===== config.mk =====
export PLATFORM = sky130hd
export DESIGN_NAME = pc_fetch_unit_flat
export DESIGN_NICKNAME = d
export VERILOG_FILES = /design/src/rtl/pc_fetch_pkg.sv /design/src/rtl/pc_fetch_if.sv /design/src/rtl/pc_fetch_unit_incr.sv /design/src/rtl/pc_fetch_unit.sv /design/src/flat_wrapper.sv
export SDC_FILE = /design/constraint.sdc
export NUM_CORES = 1
export LEC_CHECK = 0
export BUFFER_PORTS_ARGS = -buffer_cell sky130_fd_sc_hd__buf_2
export CORE_ASPECT_RATIO = 0.9
export CORE_MARGIN = 2
export CORE_UTILIZATION = 40
export CTS_BUF_LIST = sky130_fd_sc_hd__clkbuf_4 sky130_fd_sc_hd__clkbuf_8
export CTS_CLUSTER_SIZE = 30
export DETAILED_ROUTE_END_ITERATION = 7
export GPL_TIMING_DRIVEN = 1
export PLACE_DENSITY = 0.67
export SYNTH_ARGS = -nofsm -noshare
export SYNTH_HDL_FRONTEND = slang
export SYNTH_HIERARCHICAL = 1
export SYNTH_SLANG_ARGS = --single-unit
export TNS_END_PERCENT = 30

===== constraint.sdc =====
create_clock -name clk -period 1.64 [get_ports clk]
set_input_delay 0 -clock clk [delete_from_list [all_inputs] [get_ports clk]]
set_output_delay 0 -clock clk [all_outputs]
set_load 0.01 [all_outputs]

===== src/rtl/pc_fetch_pkg.sv =====
// Shared widths, PC step and FSM state encoding for the PC fetch unit.
package pc_fetch_pkg;

    localparam int PC_W    = 8;
    localparam int INSTR_W = 16;
    localparam int PC_STEP = 4;

    typedef enum logic [1:0] {
        IDLE = 2'd0,
        REQ  = 2'd1,
        HOLD = 2'd2
    } state_e;

endpackage


===== src/rtl/pc_fetch_if.sv =====
// Instruction-memory request bus plus the valid/ready output toward decode.
interface pc_fetch_if;
    import pc_fetch_pkg::*;

    // imem: imem_req/imem_addr stay asserted and stable until the single-cycle
    // imem_ack, which carries imem_rdata. Decode side: a word moves on any
    // cycle with out_valid && out_ready; out_instr/out_pc hold while stalled.
    logic               imem_req;
    logic [PC_W-1:0]    imem_addr;
    logic               imem_ack;
    logic [INSTR_W-1:0] imem_rdata;
    logic               out_valid;
    logic               out_ready;
    logic [INSTR_W-1:0] out_instr;
    logic [PC_W-1:0]    out_pc;

    modport master (
        output imem_req, imem_addr, out_valid, out_instr, out_pc,
        input  imem_ack, imem_rdata, out_ready
    );

    modport slave (
        input  imem_req, imem_addr, out_valid, out_instr, out_pc,
        output imem_ack, imem_rdata, out_ready
    );

endinterface


===== src/rtl/pc_fetch_unit_incr.sv =====
// Sequential-PC adder: pc + PC_STEP, modulo 2^PC_W (carry dropped).
module pc_incrementer
    import pc_fetch_pkg::*;
(
    input  logic [PC_W-1:0] pc_i,
    output logic [PC_W-1:0] pc_next_o
);

    assign pc_next_o = pc_i + PC_W'(PC_STEP);

endmodule


===== src/rtl/pc_fetch_unit.sv =====
// PC fetch unit: IDLE/REQ/HOLD fetch FSM with branch redirect and flush.
// Optional macro PC_ALIGN_CHECK_EN: misaligned branches are ignored and flagged.
module pc_fetch_unit
    import pc_fetch_pkg::*;
#(
    parameter logic [PC_W-1:0] RESET_PC = 8'h00
) (
    input  logic            clk,
    input  logic            rst_n,
    input  logic            en,
    input  logic            branch_valid,
    input  logic [PC_W-1:0] branch_target,
    pc_fetch_if.master      bus,
    output logic            align_err,
    output state_e          state_o
);

    localparam logic [PC_W-1:0] RST_PC = RESET_PC & ~PC_W'(3);

    state_e             state_q, state_d;
    logic [PC_W-1:0]    pc_q, pc_d;
    logic [PC_W-1:0]    addr_q, addr_d;
    logic [PC_W-1:0]    opc_q, opc_d;
    logic [INSTR_W-1:0] instr_q, instr_d;
    logic               req_q, req_d;
    logic               flush_q, flush_d;
    logic [PC_W-1:0]    pc_inc;
    logic [PC_W-1:0]    br_tgt;
    logic               br_take;

    pc_incrementer u_incr (
        .pc_i      (pc_q),
        .pc_next_o (pc_inc)
    );

`ifdef PC_ALIGN_CHECK_EN
    logic align_err_q;

    assign br_take = branch_valid && (branch_target[1:0] == 2'b00);
    assign br_tgt  = branch_target;

    always_ff @(posedge clk or negedge rst_n) begin
        if (!rst_n) align_err_q <= 1'b0;
        else        align_err_q <= branch_valid && (branch_target[1:0] != 2'b00);
    end

    assign align_err = align_err_q;
`else
    assign br_take   = branch_valid;
    assign br_tgt    = branch_target & ~PC_W'(3);
    assign align_err = 1'b0;
`endif

    always_comb begin
        state_d = state_q;
        pc_d    = pc_q;
        addr_d  = addr_q;
        opc_d   = opc_q;
        instr_d = instr_q;
        flush_d = flush_q;
        case (state_q)
            IDLE: begin
                if (br_take) pc_d = br_tgt;
                if (en)      state_d = REQ;
            end
            REQ: begin
                if (bus.imem_ack) begin
                    if (flush_q || br_take) begin
                        // Redirected while outstanding: drop the word, refetch.
                        flush_d = 1'b0;
                        if (br_take) pc_d = br_tgt;
                        state_d = REQ;
                    end else begin
                        instr_d = bus.imem_rdata;
                        opc_d   = addr_q;
                        state_d = HOLD;
                    end
                end else if (br_take) begin
                    flush_d = 1'b1;
                    pc_d    = br_tgt;
                end
            end
            HOLD: begin
                if (bus.out_ready) begin
                    pc_d    = br_take ? br_tgt : pc_inc;
                    state_d = en ? REQ : IDLE;
                end else if (br_take) begin
                    pc_d    = br_tgt;
                    state_d = en ? REQ : IDLE;
                end
            end
            default: state_d = IDLE;
        endcase
        // Latch the address only when a new request begins so it stays stable.
        if (state_d == REQ && (state_q != REQ || bus.imem_ack)) addr_d = pc_d;
        req_d = (state_d == REQ);
    end

    always_ff @(posedge clk or negedge rst_n) begin
        if (!rst_n) begin
            state_q <= IDLE;
            pc_q    <= RST_PC;
            addr_q  <= RST_PC;
            opc_q   <= '0;
            instr_q <= '0;
            req_q   <= 1'b0;
            flush_q <= 1'b0;
        end else begin
            state_q <= state_d;
            pc_q    <= pc_d;
            addr_q  <= addr_d;
            opc_q   <= opc_d;
            instr_q <= instr_d;
            req_q   <= req_d;
            flush_q <= flush_d;
        end
    end

    assign bus.imem_req  = req_q;
    assign bus.imem_addr = req_q ? addr_q : pc_q;
    assign bus.out_valid = (state_q == HOLD);
    assign bus.out_instr = instr_q;
    assign bus.out_pc    = opc_q;
    assign state_o       = state_q;

endmodule


===== src/flat_wrapper.sv =====
// flat-port wrapper written by rule: the top's interface ports become plain ports
module pc_fetch_unit_flat import pc_fetch_pkg::*;
#(
    parameter logic [PC_W-1:0] RESET_PC = 8'h00
)
  (clk, rst_n, en, branch_valid, branch_target, align_err, state_o, bus_imem_req, bus_imem_addr, bus_out_valid, bus_out_instr, bus_out_pc, bus_imem_ack, bus_imem_rdata, bus_out_ready);
  pc_fetch_if bus_i ();
  input  logic clk;
  input  logic rst_n;
  input  logic en;
  input  logic branch_valid;
  input  logic [PC_W-1:0] branch_target;
  output logic align_err;
  output state_e state_o;
  output wire logic [$bits(bus_i.imem_req)-1:0] bus_imem_req;
  output wire logic [$bits(bus_i.imem_addr)-1:0] bus_imem_addr;
  output wire logic [$bits(bus_i.out_valid)-1:0] bus_out_valid;
  output wire logic [$bits(bus_i.out_instr)-1:0] bus_out_instr;
  output wire logic [$bits(bus_i.out_pc)-1:0] bus_out_pc;
  input wire logic [$bits(bus_i.imem_ack)-1:0] bus_imem_ack;
  input wire logic [$bits(bus_i.imem_rdata)-1:0] bus_imem_rdata;
  input wire logic [$bits(bus_i.out_ready)-1:0] bus_out_ready;
  assign bus_imem_req = bus_i.imem_req;
  assign bus_imem_addr = bus_i.imem_addr;
  assign bus_out_valid = bus_i.out_valid;
  assign bus_out_instr = bus_i.out_instr;
  assign bus_out_pc = bus_i.out_pc;
  assign bus_i.imem_ack = bus_imem_ack;
  assign bus_i.imem_rdata = bus_imem_rdata;
  assign bus_i.out_ready = bus_out_ready;
  pc_fetch_unit #(.RESET_PC(RESET_PC)) u_core (.clk(clk), .rst_n(rst_n), .en(en), .branch_valid(branch_valid), .branch_target(branch_target), .bus(bus_i), .align_err(align_err), .state_o(state_o));
endmodule

==> results by group <==
Yosys
  – Synth top area share: between 40% and 50%
  – Syn nets: between 200 and 250
  – Post-synth ARST share: 100%
  – Post-synthesis cell type count: 37
  – Synth area leader: dfrtp_1
  – Mean Syn Cell Area: between 10 and 15 µm²
  – Synth Instances: ~170
  – Sequential share of the synthesized area: approximately half
  – Most used DFF post-synth: dfrtp_1
  – Post-Syn Area: 0.00224 mm²
  – Area contributors post-synth: dfrtp_1, mux2_4, mux2_2
  – #FFs+latches synth: 44
  – Post-synth EDFFs: 0
  – YS warnings: 6

Critical path
  – Reg-to-Reg Start: u_core/pc_q[2]
  – Critical path class: register to register
  – Reg-to-reg setup timing slack: roughly 19 ps
  – Critical path endpoint: u_core/addr_q[2]
  – Critical Path Sink Type: register
  – Crit path DAT: around 1800 ps
  – Crit. Startpoint: u_core/pc_q[2]
  – Reg2reg end: u_core/addr_q[2]
  – CP Launch Type: register
  – CP Max Fanout: 5
  – R2R depth: 5
  – Worst Path Required: about 1800 ps

Cells and area
  – Antenna diodes: 0
  – Nets: 291
  – Area growth from synthesis to final layout: 32.6%
  – Layout cells sized above 1: between 40% and 50%
  – Post-route insts no fill: ~330
  – Design area: between 0.002 and 0.003 mm²

Routing
  – DR WL/cell: 15.1 µm
  – Vias: between 1.5k and 2k
  – Detailed-router iteration count before antenna repair: 4
  – DRT iter0 DRCs: 61
  – Drt drc: 0
  – Routed WL: about 4900 µm
  – Antenna viol nets, final: 0
  – Via density per instance: about 5

STA
  – Slew @ Worst Pin: roughly 580 ps
  – Final slew viol count: 0
  – # setup viols final: 0
  – Fin crit share: 98.8%
  – Worst hold margin: around 95 ps
  – RSZ-0062 raised after global routing: yes
  – FMAX: between 600 and 700 MHz
  – Relative slew slack: about three fifths
  – Layout Skew: ~4.3 ps
  – Fin. Hold Viols: 0
  – Post-route minimum period: 1620 ps

Clocking
  – Max clock buf depth: 2
  – Later-pin clock latency in the skew report: 290 ps
  – CTS H-tree lvls: 2
  – Clock Sinks: 44
  – TritonCTS clock tree: done
  – Clock transition at the registers of the reported paths: about 80 ps
  – TritonCTS buffer count: 5
  – Root Buffer: clkbuf_8
  – Post-CTS setup buffer count: 0

Die
  – Core area: between 0.005 and 0.006 mm²
  – Die ar.: 0.00621 mm²
  – Die Wd: 82.8 µm
  – Number of placement rows: 25
  – Initial Utilization: 42.1%
  – Die H: approximately 75 µm
  – I/O pin count: 67

Power and ir drop
  – Static leakage: 1.43 nW
  – Pwr per Cell Area: approximately 1800 mW/mm²
  – Overall Power: 0.00522 W
  – Largest vdd supply drop: roughly 0.00079 V

Global route
  – First-pass GRT wire length: slightly above 8000 µm
  – Total overflow reported by the global router: 0
  – All-Layer GR Usage: 16.3%
  – Largest net degree at the start of global routing: 27
  – Number of global-route vias before repair: around 1.6k
  – Initial antenna violation count: 0

Place
  – GPL Wtd Cong: roughly 0.75
  – Area after DPL: 0.00267 mm²
  – Dpl cells: approximately 300
  – Detail Placement HPWL: about 3300 µm
  – Port-buffer cells: 63

Min path
  – HP Class: input pin to register
  – Hold Startpoint: en

Run
  – MaxCap Viol Count: 0

Status
  – Status: completed
stage by stage:
stage | setup WS (ps) | utilization, % | TNS, ps
6_report | 18.9 | 55.8 | 0
2_1_floorplan | 65.3 | - | 0
3_3_place_gp | 45.7 | 50.2 | 0
4_1_cts | 20.4 | 55.7 | 0
5_1_grt | -45.0 | 55.8 | -156
3_5_place_dp | 32.7 | 50.2 | 0
layout make-up:
class	instances	area (µm²)
Inverter	2	7.51
Multi-Input combinational cell	112	1040
Clock inverter	2	35.0
Fill cell	467	2350
Timing Repair Buffer	95	626
Tap cell	67	83.8
Sequential cell	44	1100
Clock buffer	6	76.3
cells in the mapped netlist, types with 4 or more instances:
cell type,n
a211oi_1,6
nor2_1,4
mux2i_1,6
mux2_2,8
dfrtp_1,44
mux2_4,25
o21ai_1,8
mux2_1,5
nand2_1,9
nor2b_1,7
o221ai_1,6
buf_4,6
worst max-delay path, cell delays in order, from the launching register on:
cell and delay [ps]:
dfrtp_1 400, buf_4 150, nor2b_1 140, a211oi_1 320, o221ai_1 220, mux2_4 290
registers in the layout, indices dropped and copies added, names as in the netlist:
name                  flops
u_core/bus.out_pc         8
u_core/pc_q               8
u_core/bus.out_instr     16
u_core/flush_q            1
u_core/bus.imem_req       1
u_core/addr_q             8
u_core/state_o            2
cell usage in the layout, fill, tap and decap left out, types with 3 or more instances in the layout:
master	instances
mux2_4	25
nand2_1	9
clkbuf_8	5
nand3_1	3
nor2_1	4
buf_2	63
dlygate4sd3_1	18
dfrtp_1	43
a21oi_1	3
buf_4	12
a211oi_1	6
mux2_1	5
mux2i_1	6
mux2_2	8
nor2b_1	7
o221ai_1	6
o21ai_1	8
cell families after synthesis:
group,Yosys count,share of synthesized area [%]
XOR/XNOR,4,1.57
flip-flops,44,49.2
AND/OR/NAND/NOR,30,7.33
adder cells (fa/ha/maj),1,0.559
other,1,0.168
AO/OA/AOI/OAI,32,10.6
buffers and inverters,15,4.59
multiplexers,44,26.0
power breakdown:
| group | internal, W | total, W | switching (W) | leakage [nW] |
|---|---|---|---|---|
| clock | 0.000468 | 0.000812 | 0.000344 | 0.0586 |
| combinational | 0.00142 | 0.00242 | 0.00100 | 0.844 |
| sequential | 0.00159 | 0.00199 | 0.000398 | 0.529 |
per-layer routing:
layer / vias up / global-route usage [%] / routed length, µm
li1: 795 / - / -
met1: 781 / 22.3 / 2360
met2: 64 / 26.9 / 2300
met3: 2 / 3.95 / 279
met4: 0 / 3.83 / 11
met5: - / 0 / 0
how the worst min path moves through the flow:
| stage | endpoint | slack, ps | cells after the start |
|---|---|---|---|
| global route | u_core/pc_q[5] | 120 | 3 |
| global placement | u_core/bus.out_instr[9] | 30 | 1 |
| floorplan | u_core/addr_q[0] | -300 | 0 |
| detailed placement | u_core/bus.out_instr[9] | 30 | 1 |
| finish | u_core/bus.imem_req | 90 | 3 |
| CTS | u_core/bus.imem_req | 90 | 3 |
what timing repair did:
item                                    4_1_cts  5_1_grt
endpoints found under the hold margin        41        0
endpoints found under the setup margin        0       28
gates resized for setup                       0        2
hold buffers                                 18        0
Power figures use the tool's default switching activity.
